File: config.mk
export PLATFORM = sky130hd
export DESIGN_NAME = barrel_shift_pipe_flat
export DESIGN_NICKNAME = d
export VERILOG_FILES = /design/src/rtl/barrel_shift_pipe_if.sv /design/src/rtl/barrel_shift_pipe.sv /design/src/flat_wrapper.sv
export SDC_FILE = /design/constraint.sdc
export NUM_CORES = 1
export LEC_CHECK = 0
export ABC_AREA = 1
export CAP_MARGIN = 20
export CORE_MARGIN = 2
export CORE_UTILIZATION = 45
export DETAILED_ROUTE_END_ITERATION = 10
export PLACE_DENSITY = 0.68
export REMOVE_ABC_BUFFERS = 1
export SLEW_MARGIN = 20
export SYNTH_ARGS = -nofsm -noshare
export SYNTH_HDL_FRONTEND = slang
export SYNTH_SLANG_ARGS = --single-unit
File: constraint.sdc
create_clock -name clk -period 1.32 [get_ports clk]
set_input_delay 0.132 -clock clk [delete_from_list [all_inputs] [get_ports clk]]
set_output_delay 0.132 -clock clk [all_outputs]
set_load 0.005 [all_outputs]
File: src/rtl/barrel_shift_pipe_if.sv
// Handshake and data bundle for barrel_shift_pipe.
// out_sticky exists only when BARREL_SHIFT_PIPE_STICKY_EN is defined.
interface barrel_shift_pipe_if #(
    parameter int WIDTH = 8
);
    localparam int SHW = $clog2(WIDTH);

    logic             in_valid;
    logic             in_ready;
    logic [WIDTH-1:0] in_data;
    logic [SHW-1:0]   in_shamt;
    logic             in_dir;
    logic [1:0]       in_mode;
    logic             in_fill;
    logic             out_valid;
    logic             out_ready;
    logic [WIDTH-1:0] out_data;
`ifdef BARREL_SHIFT_PIPE_STICKY_EN
    logic             out_sticky;

    modport master (
        output in_valid, in_data, in_shamt, in_dir, in_mode, in_fill, out_ready,
        input  in_ready, out_valid, out_data, out_sticky
    );
    modport slave (
        input  in_valid, in_data, in_shamt, in_dir, in_mode, in_fill, out_ready,
        output in_ready, out_valid, out_data, out_sticky
    );
`else
    modport master (
        output in_valid, in_data, in_shamt, in_dir, in_mode, in_fill, out_ready,
        input  in_ready, out_valid, out_data
    );
    modport slave (
        input  in_valid, in_data, in_shamt, in_dir, in_mode, in_fill, out_ready,
        output in_ready, out_valid, out_data
    );
`endif
endinterface

File: src/rtl/barrel_shift_pipe.sv
// Pipelined barrel shifter/rotator, one power-of-two shift level per stage, valid/ready both sides.
// Optional sticky output (OR of shifted-out bits) enabled by BARREL_SHIFT_PIPE_STICKY_EN.
module barrel_shift_pipe #(
    parameter int WIDTH = 8
) (
    input logic              clk,
    input logic              rst,
    barrel_shift_pipe_if.slave bus
);
    localparam int SHW = $clog2(WIDTH);
    localparam int L   = SHW;

    // Applies one shift/rotate step of amt positions.
    function automatic logic [WIDTH-1:0] shift_step(input logic [WIDTH-1:0] d, input int amt,
                                                    input logic dir, input logic [1:0] mode,
                                                    input logic fill);
        logic [WIDTH-1:0] r;
        logic [SHW-1:0]   src;
        logic             f;
        f = (mode == 2'b01) ? (!dir && d[WIDTH-1]) : fill;
        for (int i = 0; i < WIDTH; i++) begin
            src = dir ? SHW'(i) - SHW'(amt) : SHW'(i) + SHW'(amt);
            if (mode[1] || (dir ? (i >= amt) : (i + amt < WIDTH))) r[i] = d[src];
            else r[i] = f;
        end
        return r;
    endfunction

`ifdef BARREL_SHIFT_PIPE_STICKY_EN
    function automatic logic sticky_step(input logic [WIDTH-1:0] d, input int amt,
                                         input logic dir, input logic [1:0] mode);
        logic s;
        s = 1'b0;
        for (int i = 0; i < WIDTH; i++) begin
            if (dir ? (i >= WIDTH - amt) : (i < amt)) s = s | d[i];
        end
        return s && !mode[1];
    endfunction

    logic [L-1:0] sticky_q, sticky_d;
`endif

    logic [L-1:0]     v_q, v_d;
    logic [L-1:0]     ready;
    logic [WIDTH-1:0] data_q  [L];
    logic [WIDTH-1:0] data_d  [L];
    // The last stage only presents results, so control stops one stage short.
    logic [SHW-1:0]   shamt_q [L-1];
    logic [SHW-1:0]   shamt_d [L-1];
    logic             dir_q   [L-1];
    logic             dir_d   [L-1];
    logic [1:0]       mode_q  [L-1];
    logic [1:0]       mode_d  [L-1];
    logic             fill_q  [L-1];
    logic             fill_d  [L-1];

    always_comb begin
        v_d     = v_q;
        data_d  = data_q;
        shamt_d = shamt_q;
        dir_d   = dir_q;
        mode_d  = mode_q;
        fill_d  = fill_q;
`ifdef BARREL_SHIFT_PIPE_STICKY_EN
        sticky_d = sticky_q;
`endif
        // Stage k may load when the sink is ready or some stage at or after k is empty.
        for (int k = 0; k < L; k++) begin
            ready[k] = bus.out_ready || (|(~v_q & ({L{1'b1}} << k)));
        end

        if (ready[0]) v_d[0] = bus.in_valid;
        if (ready[0] && bus.in_valid) begin
            data_d[0]  = bus.in_shamt[0] ?
                         shift_step(bus.in_data, 1, bus.in_dir, bus.in_mode, bus.in_fill) :
                         bus.in_data;
            shamt_d[0] = bus.in_shamt;
            dir_d[0]   = bus.in_dir;
            mode_d[0]  = bus.in_mode;
            fill_d[0]  = bus.in_fill;
`ifdef BARREL_SHIFT_PIPE_STICKY_EN
            sticky_d[0] = bus.in_shamt[0] &&
                          sticky_step(bus.in_data, 1, bus.in_dir, bus.in_mode);
`endif
        end

        for (int k = 1; k < L; k++) begin
            if (ready[k]) v_d[k] = v_q[k-1];
            if (ready[k] && v_q[k-1]) begin
                data_d[k] = shamt_q[k-1][k] ?
                            shift_step(data_q[k-1], 1 << k, dir_q[k-1], mode_q[k-1],
                                       fill_q[k-1]) :
                            data_q[k-1];
`ifdef BARREL_SHIFT_PIPE_STICKY_EN
                sticky_d[k] = sticky_q[k-1] || (shamt_q[k-1][k] &&
                              sticky_step(data_q[k-1], 1 << k, dir_q[k-1], mode_q[k-1]));
`endif
            end
        end

        for (int k = 1; k < L - 1; k++) begin
            if (ready[k] && v_q[k-1]) begin
                shamt_d[k] = shamt_q[k-1];
                dir_d[k]   = dir_q[k-1];
                mode_d[k]  = mode_q[k-1];
                fill_d[k]  = fill_q[k-1];
            end
        end
    end

    always_ff @(posedge clk) begin
        if (rst) begin
            v_q <= '0;
            for (int k = 0; k < L; k++) data_q[k] <= '0;
            for (int k = 0; k < L - 1; k++) begin
                shamt_q[k] <= '0;
                dir_q[k]   <= 1'b0;
                mode_q[k]  <= 2'b00;
                fill_q[k]  <= 1'b0;
            end
`ifdef BARREL_SHIFT_PIPE_STICKY_EN
            sticky_q <= '0;
`endif
        end else begin
            v_q     <= v_d;
            data_q  <= data_d;
            shamt_q <= shamt_d;
            dir_q   <= dir_d;
            mode_q  <= mode_d;
            fill_q  <= fill_d;
`ifdef BARREL_SHIFT_PIPE_STICKY_EN
            sticky_q <= sticky_d;
`endif
        end
    end

    assign bus.in_ready  = ready[0] && !rst;
    assign bus.out_valid = v_q[L-1];
    assign bus.out_data  = data_q[L-1];
`ifdef BARREL_SHIFT_PIPE_STICKY_EN
    assign bus.out_sticky = sticky_q[L-1];
`endif
endmodule

File: src/flat_wrapper.sv
// flat-port wrapper written by rule: the top's interface ports become plain ports
module barrel_shift_pipe_flat 
#(
    parameter int WIDTH = 8
)
  (clk, rst, bus_in_valid, bus_in_data, bus_in_shamt, bus_in_dir, bus_in_mode, bus_in_fill, bus_out_ready, bus_in_ready, bus_out_valid, bus_out_data);
  barrel_shift_pipe_if #(.WIDTH(WIDTH)) bus_i ();
  input logic clk;
  input logic rst;
  input wire logic [$bits(bus_i.in_valid)-1:0] bus_in_valid;
  input wire logic [$bits(bus_i.in_data)-1:0] bus_in_data;
  input wire logic [$bits(bus_i.in_shamt)-1:0] bus_in_shamt;
  input wire logic [$bits(bus_i.in_dir)-1:0] bus_in_dir;
  input wire logic [$bits(bus_i.in_mode)-1:0] bus_in_mode;
  input wire logic [$bits(bus_i.in_fill)-1:0] bus_in_fill;
  input wire logic [$bits(bus_i.out_ready)-1:0] bus_out_ready;
  output wire logic [$bits(bus_i.in_ready)-1:0] bus_in_ready;
  output wire logic [$bits(bus_i.out_valid)-1:0] bus_out_valid;
  output wire logic [$bits(bus_i.out_data)-1:0] bus_out_data;
  assign bus_i.in_valid = bus_in_valid;
  assign bus_i.in_data = bus_in_data;
  assign bus_i.in_shamt = bus_in_shamt;
  assign bus_i.in_dir = bus_in_dir;
  assign bus_i.in_mode = bus_in_mode;
  assign bus_i.in_fill = bus_in_fill;
  assign bus_i.out_ready = bus_out_ready;
  assign bus_in_ready = bus_i.in_ready;
  assign bus_out_valid = bus_i.out_valid;
  assign bus_out_data = bus_i.out_data;
  barrel_shift_pipe #(.WIDTH(WIDTH)) u_core (.clk(clk), .rst(rst), .bus(bus_i));
endmodule
==> results_tabular.tex <==
\begin{tabular}{lr}
\hline
Metric & Value \\
\hline
\multicolumn{2}{l}{\textbf{Worst setup path}} \\
Number of buffers and inverters on the critical path & 1 \\
Data arrival time of the worst path & about 1100 ps \\
List of cells traversed by the critical path & clkdlybuf4s50\_1 \\
CP required & 1190 ps \\
CP max stage delay & $\sim$500 ps \\
Worst R2R Start & u\_core.v\_q[2] \\
Nature of the critical path startpoint & flop \\
Highest-delay cell along the critical path & sky130\_fd\_sc\_hd\_\_clkdlybuf4s50\_1 \\
Kind of end point of the critical path & output port \\
Maximum fanout count along the critical path & 2 \\
Family with the most delay on the worst path & buffers and inverters \\
Setup CP Type & flop to output port \\
Setup crit start & u\_core.bus.out\_data[0] \\
\multicolumn{2}{l}{\textbf{Logic synthesis}} \\
Netlist area before placement & 1967 µm² \\
Library cell with the largest summed area after synthesis & sky130\_fd\_sc\_hd\_\_dfxtp\_1 \\
Leading cell types by count after synthesis & sky130\_fd\_sc\_hd\_\_a21oi\_1, sky130\_fd\_sc\_hd\_\_nand2\_1, sky130\_fd\_sc\_hd\_\_o21ai\_0 \\
Most instantiated flip-flop cell in the synthesis netlist & sky130\_fd\_sc\_hd\_\_dfxtp\_1 \\
Synthesis Warnings & 0 \\
Cell with the most instances after synthesis & sky130\_fd\_sc\_hd\_\_a21oi\_1 \\
Count of distinct cell types in the synthesized netlist & 21 \\
Largest cells by area after synthesis & sky130\_fd\_sc\_hd\_\_dfxtp\_1, sky130\_fd\_sc\_hd\_\_a21oi\_1, sky130\_fd\_sc\_hd\_\_o21ai\_0 \\
Async S/R FF share, synth & 0 \\
Number of flops mapped to enable cells by yosys & 0 \\
Cells after Synth & between 200 and 300 \\
Yosys top cell area share & 0.3868 \\
Flip-flop and latch count after synthesis & 38 \\
Sequential share of the synthesized area & 0.3868 \\
Mapped Avg Cell Area & between 6 and 7 µm² \\
\multicolumn{2}{l}{\textbf{STA}} \\
Final hold violation count & 0 \\
Number of pins with negative max-slew slack in the final report & 0 \\
Peak clock frequency supported by timing & 0.8002 GHz \\
Final Skew & about 3.1 ps \\
Measured slew at the worst slew-check pin & $\sim$240 ps \\
Setup violators final & 0 \\
Max transition margin & 0.8391 \\
Minimum clock period & roughly 1200 ps \\
Share of the clock period used by the worst path after layout & 0.9467 \\
Setup repair after global routing missed its margin & no \\
\multicolumn{2}{l}{\textbf{CTS}} \\
Clock tree from TritonCTS & yes \\
Number of levels the H-tree was split into & 2 \\
Clock-pin transition on the worst setup and hold timing paths & about 70 ps \\
Total clock buffers created by CTS & 5 \\
Worst skew pair latency & approximately 290 ps \\
Post-CTS Hold Buffers & 0 \\
Root cell of the clock tree & sky130\_fd\_sc\_hd\_\_clkbuf\_8 \\
Buffers inserted by post-CTS timing repair & 0 \\
Total number of clock tree sinks & 38 \\
Max Root-Sink Buffers & 2 \\
\multicolumn{2}{l}{\textbf{Place}} \\
Cell area after placement & between 2000 and 2500 µm² \\
Routability congestion estimate & $\sim$0.89 \\
Number of cells in the design after placement & between 300 and 400 \\
Post-detailed-placement half-perimeter wirelength & around 3.1 mm \\
Port Buffer Count & 28 \\
\multicolumn{2}{l}{\textbf{Floorplan}} \\
Site row count & 24 \\
Starting density of the core & 0.4580 \\
Floorplan core area & between 4000 and 5000 µm² \\
Width of the die & 70.11 µm \\
Floorplan die area & just under 5000 µm² \\
Die boundary height & 70.11 µm \\
IO Pins & 29 \\
\multicolumn{2}{l}{\textbf{Pwr}} \\
Leakage power summed over all cells & 1.023 nW \\
Switching power share of the total & 0.2680 \\
Maximum vdd drop & 0.0004788 V \\
Power density over the cells & $\sim$1100 nW/µm² \\
Internal power summed over all cells & roughly 1.9 mW \\
Combinational share of power & 0.182 \\
Part of the power in the clock network & 0.318 \\
Share of total power in sequential cells & 0.500 \\
Total chip power & $\sim$2.6 mW \\
NetSw & $\sim$0.68 mW \\
\multicolumn{2}{l}{\textbf{Layout}} \\
Layout area overhead & 22.77\% \\
Diodes inserted & 0 \\
Filler Cells Inserted & between 400 and 500 \\
Core Util, Final & 0.5624 \\
Nets & 340 \\
Final Instance Area & approximately 2400 µm² \\
Count of non-filler cells in the finished layout & around 370 \\
Fraction of final layout cells sized beyond drive strength 1 & 0.1087 \\
\multicolumn{2}{l}{\textbf{Drt}} \\
Post-detailed-route count of antenna-violating nets & 0 \\
Average via count per standard cell & about 5 \\
Detailed router's first-iteration violation count & between 60 and 70 \\
Post-detailed-route DRC marker count & 0 \\
Routed wirelength normalized by instance count & 10.89 µm \\
Total via count in the routed design & roughly 1900 \\
Detailed Route WL & around 4.1 mm \\
Pre-Repair DR Iteration Count & 4 \\
\multicolumn{2}{l}{\textbf{Run status}} \\
Status & completed \\
\multicolumn{2}{l}{\textbf{GRT}} \\
GR Overflow Total & 0 \\
Largest net degree at the start of global routing & 32 \\
First-pass GRT wire length & roughly 7.3 mm \\
Number of antenna violations at the first check in global routing & 0 \\
Number of global-route vias before repair & 1709 \\
Total routing usage reported by global routing & 0.1832 \\
\multicolumn{2}{l}{\textbf{Min path}} \\
Start point of the worst min-delay path & bus\_in\_shamt[2] \\
Class of the most critical hold timing path & input port to flop \\
\multicolumn{2}{l}{\textbf{Flow run}} \\
Max-cap check violation count & 0 \\
\hline
\end{tabular}
-- power groups by stage --
stage	registers, mW	clock network (mW)	logic [mW]
5_1_grt	1.29	0.878	0.531
3_3_place_gp	1.30	0	0.460
6_report	1.28	0.811	0.465
3_5_place_dp	1.30	0	0.467
4_1_cts	1.28	0.828	0.467
2_1_floorplan	1.30	0	0.249
-- stage by stage --
stage / setup TNS [ps] / hold slack [ps] / worst slack [ps]
detailed placement: -3337 / 467.0 / -180.8
finish: 0 / 461.7 / 70.31
global placement: -2685 / 465.8 / -146.7
floorplan: -880.6 / 201.1 / -126.9
global route: 0 / 496.3 / 7.990
CTS: 0 / 457.8 / 34.24
-- path summary, 6_finish.rpt --
check                                    endpoint  slack [ps]  cells after the start
worst min register to register  u_core.data_q[14]         480                      2
worst max-delay path              bus_out_data[0]          70                      1
worst min-delay path            u_core.shamt_q[5]         460                      3
worst max register to register  u_core.data_q[19]         150                      6
-- worst reg2reg max path: stages (launching register included) --
cell and delay (ps):
sky130_fd_sc_hd__dfxtp_2 330, sky130_fd_sc_hd__nand4_1 120, sky130_fd_sc_hd__buf_4 160, sky130_fd_sc_hd__nand2_1 120, sky130_fd_sc_hd__inv_2 100, sky130_fd_sc_hd__o21ai_0 170, sky130_fd_sc_hd__nor2_1 60
-- placed cells by master, fill, tap and decap left out --
master,instances
sky130_fd_sc_hd__clkbuf_1,1
sky130_fd_sc_hd__inv_2,2
sky130_fd_sc_hd__o21ai_0,42
sky130_fd_sc_hd__nand2_2,1
sky130_fd_sc_hd__nand3_1,7
sky130_fd_sc_hd__clkbuf_8,6
sky130_fd_sc_hd__a21oi_2,1
sky130_fd_sc_hd__or2_2,4
sky130_fd_sc_hd__nand4_1,5
sky130_fd_sc_hd__clkdlybuf4s50_1,26
sky130_fd_sc_hd__dlygate4sd2_1,1
sky130_fd_sc_hd__clkinv_2,2
sky130_fd_sc_hd__clkinv_1,1
sky130_fd_sc_hd__o21bai_1,2
sky130_fd_sc_hd__o21ai_1,11
sky130_fd_sc_hd__clkdlybuf4s15_1,1
sky130_fd_sc_hd__buf_4,13
sky130_fd_sc_hd__buf_12,3
sky130_fd_sc_hd__dfxtp_2,3
sky130_fd_sc_hd__nand3b_1,2
sky130_fd_sc_hd__nand2_1,46
sky130_fd_sc_hd__inv_1,20
sky130_fd_sc_hd__dfxtp_1,35
sky130_fd_sc_hd__nor2_1,35
sky130_fd_sc_hd__a21oi_1,52
-- cell type report --
class                           instances  area (µm²)  area share
Clock buffer                            7       86.33     0.03575
Clock inverter                          1       5.005    0.002073
Inverter                               24       91.34     0.03782
Multi-Input combinational cell        208       965.9      0.4000
Sequential cell                        38       764.5      0.3166
Tap cell                               52       65.06     0.02694
Timing Repair Buffer                   44       436.7      0.1808
-- metal layers --
| layer | track usage | wire (µm) |
|---|---|---|
| met4 | 0.08547 | 94 |
| met1 | 0.2113 | 1799 |
| met2 | 0.3153 | 1977 |
| met5 | 0 | 0 |
| met3 | 0.04762 | 202 |
-- cell families (layout without fill, tap and decap cells) --
logic type | count (synthesis) | count (layout) | synth area share
AND/OR/NAND/NOR | 100 | 100 | 0.2118
flip-flops | 38 | 38 | 0.3868
AO/OA/AOI/OAI | 108 | 108 | 0.2793
buffers and inverters | 46 | 76 | 0.1221
-- registers in the layout, summed over array words and instances (netlist names) --
name,count
u_core.data_q,16
u_core.dir_q,2
u_core.shamt_q,3
u_core.fill_q,2
u_core.bus.out_data,8
u_core.mode_q,4
u_core.v_q,3
-- repair_timing --
| action | 4_1_cts | 5_1_grt |
|---|---|---|
| endpoints found under the hold margin | 0 | 0 |
| pin swaps | 0 | 1 |
| endpoints found under the setup margin | 2 | 7 |
| resized for setup | 3 | 6 |
Note: power is estimated with default switching activity, not from simulation.
